`config.mk`:
```
export PLATFORM = sky130hd
export DESIGN_NAME = vga_frame_scheduler
export DESIGN_NICKNAME = d
export VERILOG_FILES = /design/src/rtl/vga_frame_scheduler.sv
export SDC_FILE = /design/constraint.sdc
export NUM_CORES = 1
export LEC_CHECK = 0
export ABC_CLOCK_PERIOD_IN_PS = 4800
export BUFFER_PORTS_ARGS = -buffer_cell sky130_fd_sc_hd__buf_2
export CAP_MARGIN = 20
export CORE_UTILIZATION = 53
export DETAILED_ROUTE_END_ITERATION = 16
export GPL_TIMING_DRIVEN = 0
export PLACE_DENSITY = 0.87
export SLEW_MARGIN = 10
export SYNTH_ARGS = -nofsm -noshare
export SYNTH_HDL_FRONTEND = slang
export SYNTH_SLANG_ARGS = --single-unit
```
`constraint.sdc`:
```
create_clock -name clk -period 4.8 [get_ports clk]
set_clock_uncertainty 0.1 [all_clocks]
set_input_delay 0.96 -clock clk [delete_from_list [all_inputs] [get_ports clk]]
set_output_delay 0.96 -clock clk [all_outputs]
set_load 0.01 [all_outputs]
```
`src/rtl/vga_frame_scheduler.sv`:
```
// Frame scheduler: round-robin update-window grants during vertical blank,
// plus fixed-priority layer colour mux with sync delay to the connector.
module vga_frame_scheduler #(
   parameter int unsigned H_ACTIVE = 640,
   parameter int unsigned H_TOTAL  = 800,
   parameter int unsigned V_ACTIVE = 480,
   parameter int unsigned V_TOTAL  = 525,
   parameter int unsigned N_REQ    = 3,
   parameter int unsigned UPD_MAX  = 1024,
   localparam int unsigned HW      = $clog2(H_TOTAL),
   localparam int unsigned VW      = $clog2(V_TOTAL)
) (
   input  logic               clk,
   input  logic               rst,
   input  logic [HW-1:0]      hcount,
   input  logic [VW-1:0]      vcount,
   input  logic               hs_in,
   input  logic               vs_in,
   input  logic [N_REQ-1:0]   req,
   output logic [N_REQ-1:0]   gnt,
   output logic [N_REQ-1:0]   overrun,
   output logic               frame_start,
   input  logic [8*N_REQ-1:0] layer_pix,
   input  logic [N_REQ-1:0]   layer_vld,
   output logic [2:0]         r,
   output logic [2:0]         g,
   output logic [1:0]         b,
   output logic               hs,
   output logic               vs
);

   localparam int unsigned LW = (N_REQ > 1) ? $clog2(N_REQ) : 1;
   localparam int unsigned CW = $clog2(UPD_MAX);

   typedef enum logic [1:0] {S_IDLE, S_ARB, S_GRANT, S_CLOSE} state_t;

   state_t           state_q, state_d;
   logic [N_REQ-1:0] gnt_q, gnt_d;
   logic [N_REQ-1:0] ovr_q, ovr_d;
   logic [LW-1:0]    last_q, last_d;
   logic [CW-1:0]    cnt_q, cnt_d;
   logic             fs_q, fs_d;
   logic [7:0]       pix_q, pix_d;
   logic             hs_q, vs_q;

   logic             sof;
   logic             guard;
   logic             blank_start;
   logic [LW-1:0]    pick;
   logic             pick_vld;

   assign sof         = (hcount == '0) && (vcount == '0);
   assign guard       = (vcount == VW'(V_TOTAL - 1));
   assign blank_start = (hcount == '0) && (vcount == VW'(V_ACTIVE));
   assign fs_d        = sof;

   // First requester strictly after last_q in circular order.
   always_comb begin
      logic [LW-1:0] idx;
      pick     = last_q;
      pick_vld = 1'b0;
      for (int unsigned k = 1; k <= N_REQ; k++) begin
         idx = LW'((32'(last_q) + k) % N_REQ);
         if (!pick_vld && req[idx]) begin
            pick_vld = 1'b1;
            pick     = idx;
         end
      end
   end

   always_comb begin
      state_d = state_q;
      gnt_d   = gnt_q;
      ovr_d   = ovr_q;
      last_d  = last_q;
      cnt_d   = cnt_q;
      if (sof) ovr_d = '0;
      unique case (state_q)
         S_IDLE: begin
            if (blank_start) state_d = S_ARB;
         end
         S_ARB: begin
            if (guard) begin
               state_d = S_CLOSE;
            end else if (pick_vld) begin
               gnt_d       = '0;
               gnt_d[pick] = 1'b1;
               last_d      = pick;
               cnt_d       = '0;
               state_d     = S_GRANT;
            end
         end
         S_GRANT: begin
            cnt_d = cnt_q + 1'b1;
            if (guard) begin
               gnt_d   = '0;
               state_d = S_CLOSE;
            end else if (!req[last_q]) begin
               gnt_d   = '0;
               state_d = S_ARB;
            end else if (cnt_q == CW'(UPD_MAX - 1)) begin
               gnt_d         = '0;
               ovr_d[last_q] = 1'b1;
               state_d       = S_ARB;
            end
         end
         S_CLOSE: begin
            if (vcount == '0) state_d = S_IDLE;
         end
         default: state_d = S_IDLE;
      endcase
   end

   // Lowest-index opaque layer wins inside the visible area.
   always_comb begin
      logic hit;
      hit   = 1'b0;
      pix_d = '0;
      if ((hcount < HW'(H_ACTIVE)) && (vcount < VW'(V_ACTIVE))) begin
         for (int unsigned i = 0; i < N_REQ; i++) begin
            if (!hit && layer_vld[i]) begin
               hit   = 1'b1;
               pix_d = layer_pix[8*i +: 8];
            end
         end
      end
   end

   always_ff @(posedge clk or negedge rst) begin
      if (!rst) begin
         state_q <= S_IDLE;
         gnt_q   <= '0;
         ovr_q   <= '0;
         last_q  <= LW'(N_REQ - 1);
         cnt_q   <= '0;
         fs_q    <= 1'b0;
         pix_q   <= '0;
         hs_q    <= 1'b1;
         vs_q    <= 1'b1;
      end else begin
         state_q <= state_d;
         gnt_q   <= gnt_d;
         ovr_q   <= ovr_d;
         last_q  <= last_d;
         cnt_q   <= cnt_d;
         fs_q    <= fs_d;
         pix_q   <= pix_d;
         hs_q    <= hs_in;
         vs_q    <= vs_in;
      end
   end

   assign gnt         = gnt_q;
   assign overrun     = ovr_q;
   assign frame_start = fs_q;
   assign r           = pix_q[7:5];
   assign g           = pix_q[4:2];
   assign b           = pix_q[1:0];
   assign hs          = hs_q;
   assign vs          = vs_q;

endmodule

```
# Yosys cells after proc, flatten, opt, wreduce, memory -nomap -nowiden
# Cells that the tools add are included.
# totals
ramBits	0
mem_bits_ro	0
inputBits	54
reg_bits	31
elab_cells	108
n_memories	0
latchBits	0
out_inout_bits	17
# op_classes
n_shift	0
bitwise	2
reduce_logical	21
magnitude_cmp	9
mul	0
muxes	48
div	3
n_eq_ne	12
addsub	4
# ops
cell	count
modulo 32 x 2 -> 32 bit (second input constant)	3
2-to-1 mux 8 bit	4
2-to-1 mux 3 bit	10
== test 10 bit (second input constant)	2
logical NOT 10 bit	2
2-to-1 mux 10 bit	2
2-to-1 mux 2 bit	10
one-hot mux 10 bit (2 select lines)	1
less-than comparator 2 x 3 -> 1 bit (second input constant)	5
2-to-1 mux 1 bit	13
adder 10 x 1 -> 10 bit (second input constant)	1
== test 10 x 9 -> 1 bit (second input constant)	1
less-than comparator 10 bit (second input constant)	1
less-than comparator 10 x 9 -> 1 bit (second input constant)	1
logical AND 1 bit	9
binary-select mux 1 bit (select 2 bit)	4
inequality test 2 bit (second input constant)	4
one-hot mux 2 bit (4 select lines)	1
AND reduction 4 bit	2
adder 2 x 2 -> 3 bit (second input constant)	2
one-hot mux 3 bit (2 select lines)	1
AND reduction 3 bit	2
demux 1 bit (select 2 bit)	2
== test 2 bit (second input constant)	2
10 further kinds	14

# Longest topological paths before layout
# logic_depth
ltp_word	18
ltp_mapped	9
mapped_depth_nobuf	8

# Worst setup path after synthesis
# No wires, ideal clock.
# synth_timing
path_kind	input -> register
from	input port vcount[4]
to	register state_q[0]
t_required_ns	4.576
setup_slack_ns	1.816
n_path_buf	0
arrival_ns	2.760
setup_ns	0.124
path_stages	6
path_cell_list	or4_4 or4_4 o2111ai_2 o2111ai_1 or2_0 o31a_1
# synth_via
elab_chain_len	4
word_cells_on_any_way	12
classes_between	6 x eq/ne; 3 x mux; 3 x reduce/logical
# synth_lines
item	line	rtl
from (decl)	16	input logic [VW-1:0] vcount,
== test 10 x 9 -> 1 bit	54	assign blank_start = (hcount == '0) && (vcount == VW'(V_ACTIVE));
logical AND 1 bit	54	
inequality test 2 bit (no source line)	-	
AND reduction 4 bit (no source line)	-	
to (signal assigned)	141	state_q <= state_d;
to (decl)	37	state_t state_q, state_d;
# Several ways; a longest one is shown, not always the timed one.
# A chain may end at the register's enable or synchronous reset.

# Final worst setup path
# layout_timing
from	register last_q[1]
to	register cnt_q[5]
# layout_via
elab_chain_len	13
word_cells_on_any_way	21
classes_between	3 x add/sub; 3 x div; 1 x eq/ne; 9 x mux; 5 x reduce/logical
# layout_lines
item	line	rtl
from (decl)	40	logic [LW-1:0] last_q, last_d;
from (signal assigned)	134	last_q <= LW'(N_REQ - 1);
from (signal assigned)	144	last_q <= last_d;
adder 2 x 1 -> 3 bit	63	idx = LW'((32'(last_q) + k) % N_REQ);
modulo 32 x 2 -> 32 bit	63	
binary-select mux 1 bit (select 2 bit)	64	if (!pick_vld && req[idx]) begin
2-to-1 mux 1 bit (implied by the code)	64	
2-to-1 mux 1 bit	64	
logical NOT 1 bit	64	
logical AND 1 bit	64	
2-to-1 mux 1 bit	64	
logical NOT 1 bit	64	
logical AND 1 bit	64	
2-to-1 mux 1 bit *	64	
inequality test 2 bit (no source line) *	-	
AND reduction 3 bit (no source line) *	-	
to (signal assigned)	145	cnt_q <= cnt_d;
to (decl)	41	logic [CW-1:0] cnt_q, cnt_d;
# Mark *: on every way between the ends. The rest lies on a longest branch, timed or not. The select of a mux whose other input is x is not followed.

==> summary.md <==
| Metric | Value |
|---|---|
| CTS Root Cell | clkbuf_4 |
| Cts bufs inserted | 5 |
| Remaining Overflow, GRT | 0 |
| Reg clk slew, reported paths | 90 ps |
| Initial antenna violation count | 0 |
| Clock Sinks | 31 |
| Final Net Count | 350 |
| Routed Antenna Nets | 0 |
| 1st-iter DRT viols | 127 |
| Critical path class | reg -> reg |
| Routed len/inst | 12.1 um |
| Syn Nets | 275 |
| Crit end category | flip-flop |
| Worst setup SP type | flip-flop |
| Gp weighted congestion | 0.825 |
| Synth top area share | 37.2% |
| Slew margin rel. | about 57% |
| Vias | 1815 |
| DP Wirelength | 3.23 mm |
| Clk_lat worst skew | 330 ps |
| Power Dens Cells | 435 nW/um2 |
| Post-synthesis sequential area ratio | roughly 41% |
| IR drop worst, VDD | between 200 and 300 uV |
| Leakage | 1.15 nW |
| Outcome | finished, final reports clean |
| EDFF count, synth | 0 |
| Synth area leaders | dfrtp_1 (37%), ha_1 (7.3%), nor2_1 (5.0%), o21ai_0 (4.3%), dfstp_2 (4.2%) |
| Ratio of cells with drive above 1 in the final layout | a little under a third |
| Die height | 61.6 um |
| Main synth FF type | dfrtp_1 |
| Slew Viols, Final | 0 |
| Endpoints failing setup | 0 |
| Seq cells post-synth | 31 |
| Gr usage total | 24.7% |
| Class of the worst hold path | reg -> reg |
| Largest net degree at the start of global routing | 32 |
| Antenna Cells | 0 |
| Cell Area, Synth | 1880 um2 |
| Setup repair after global routing missed its margin | no |
| Final WS setup | ~1800 ps |
| Slew @ Worst Pin | between 600 and 700 ps |
| Max clock buf depth | 2 |
| Via-to-Cell Ratio | 5.47 |
| Crit path arrival time | 3080 ps |
| Row count | 21 |
| Mapped Avg Cell Area | ~9.0 um2 |
| Core ar. | roughly 3400 um2 |
| Minimum clock period | a little under 3000 ps |
| Critical Path RT | 4900 ps |
| # port buffers | between 60 and 70 |
| Synth unique cells | 46 |
| Hold Vio Cnt, Final | 0 |
| Area Growth Syn to Fin | 25.1% |
| Hold Buf Count CTS | 0 |
| Post-CTS Setup Repair Bufs | 0 |
| # H-tree levels | 2 |
| Setup TNS | 0 ps |
| Crit Path Max Fanout | 8 |
| Total iterations of the first detailed-routing run | 4 |
| Place WS | 1560 ps |
| Cells after synthesis | 210 |
| Asr flop ratio synth | 100% |
| Global-route wire length before repair | 7.02 mm |
| Initial core utilization | 56.0% |
| Max capacitance violation total | 0 |
| DRT Wirelength | between 4 and 5 mm |
| Synth area leader | dfrtp_1 |
| YS warnings | 0 |
| Max Freq | 336 MHz |
| Final clock period utilization by the worst path | 62.0% |
| PostCTS Resize Cnt | 0 |
| Die width | 61.6 um |
| CTS tree | done |
| Area of the die | 3790 um2 |
| Vias in the first global route | between 1500 and 2000 |
| Residual DRC count | 0 |
| IO Pins | 71 |
| Filler cells | 301 |
==> report_power, final <==
| group | switching (mW) | leakage, nW | internal (mW) |
|---|---|---|---|
| Combinational | 0.287 | 0.696 | 0.210 |
| Sequential | 0.0316 | 0.410 | 0.300 |
| Clock | 0.0857 | 0.0395 | 0.110 |
| Total | 0.404 | 1.15 | 0.621 |
==> critical path: stages, from the launching register on <==
cell      delay, ps
dfstp_2         600
inv_1           110
ha_1            240
a22o_1          240
a211oi_1        430
nor2_1          160
o311ai_2        560
or2_1           170
buf_4           150
o31ai_1          80
==> cells by family after synthesis <==
| group | after synthesis | synth area share (%) |
|---|---|---|
| compound gates | 67 | 24.5 |
| mux | 2 | 1.06 |
| fa+ha+maj | 11 | 7.31 |
| buf+inv | 23 | 5.19 |
| simple gates | 76 | 20.5 |
| flops | 31 | 41.4 |
==> cells in the mapped netlist, drive strengths merged, types with 4 or more instances <==
library cell and number:
nand3 6, dfrtp 28, o22ai 5, inv 16, nor3 4, ha 11
o31ai 6, nand2 12, o21ai 18, clkbuf 5, a22o 4, or4 4
a22oi 8, a21oi 9, or2 6, nor2 25
==> through the flow <==
step | cells | hold WS [ps] | utilization, % | power, mW | area, um2
6_report | 332 | 405 | 70.0 | 1.02 | 2350
5_1_grt | 332 | 440 | 70.0 | 1.12 | 2350
4_1_cts | 332 | 410 | 70.0 | 1.03 | 2350
3_5_place_dp | 324 | 390 | 67.8 | 0.833 | 2280
3_3_place_gp | 324 | 387 | 67.8 | 0.812 | 2280
2_1_floorplan | 210 | 359 | - | 0.702 | 1880
==> sequential cells by signal, indices dropped and copies added (netlist names), 2 cells and up <==
register and flops:
last_q 2, overrun 3, gnt 3, state_q 2
pix_q 8, cnt_q 10
==> placed cells by master, fill, tap and decap left out, types with 3 or more instances in the layout <==
master	n
o22ai_1	5
nor3_1	4
or2_2	3
nand3_1	6
dfstp_2	3
ha_1	11
a22o_1	4
nand4_1	3
clkbuf_1	7
inv_1	16
nor2b_1	3
nand2_1	12
buf_2	68
clkbuf_4	5
a21oi_1	9
o21ai_0	16
a22oi_1	8
nor2_1	25
dfrtp_1	28
and2_1	3
nand2b_1	3
o31ai_1	6
==> area by class of cell <==
type / count / area (um2) / area share (%)
plain buffers: 7 / 37.5 / 1.59
clock buffers: 7 / 45.0 / 1.91
clock inverters: 1 / 30.0 / 1.28
inverters: 16 / 60.1 / 2.55
multi-input cells: 156 / 1000 / 42.7
flip-flops and latches: 31 / 779 / 33.1
well taps: 46 / 57.6 / 2.44
repair buffers: 68 / 340 / 14.5
==> path summary, 6_finish.rpt <==
path | startpoint | to | slack (ps) | cells past startpoint
setup / recovery | last_q[1] | cnt_q[5] | 1820 | 9
setup reg to reg | last_q[1] | cnt_q[5] | 1820 | 9
hold / removal | overrun[1] | overrun[1] | 410 | 1
max in group asynchronous | rst | cnt_q[9] | 3630 | 1
min in group asynchronous | rst | cnt_q[3] | 550 | 1
hold reg to reg | overrun[1] | overrun[1] | 410 | 1
==> routing by layer <==
metal / GRT usage, % / vias up / routed length (um)
li1: - / 916 / -
met1: 29.9 / 848 / 1810
met2: 43.6 / 47 / 2030
met3: 6.72 / 4 / 161
met4: 5.40 / 0 / 27
met5: 0 / - / 0
(Power assumes the default switching activity.)
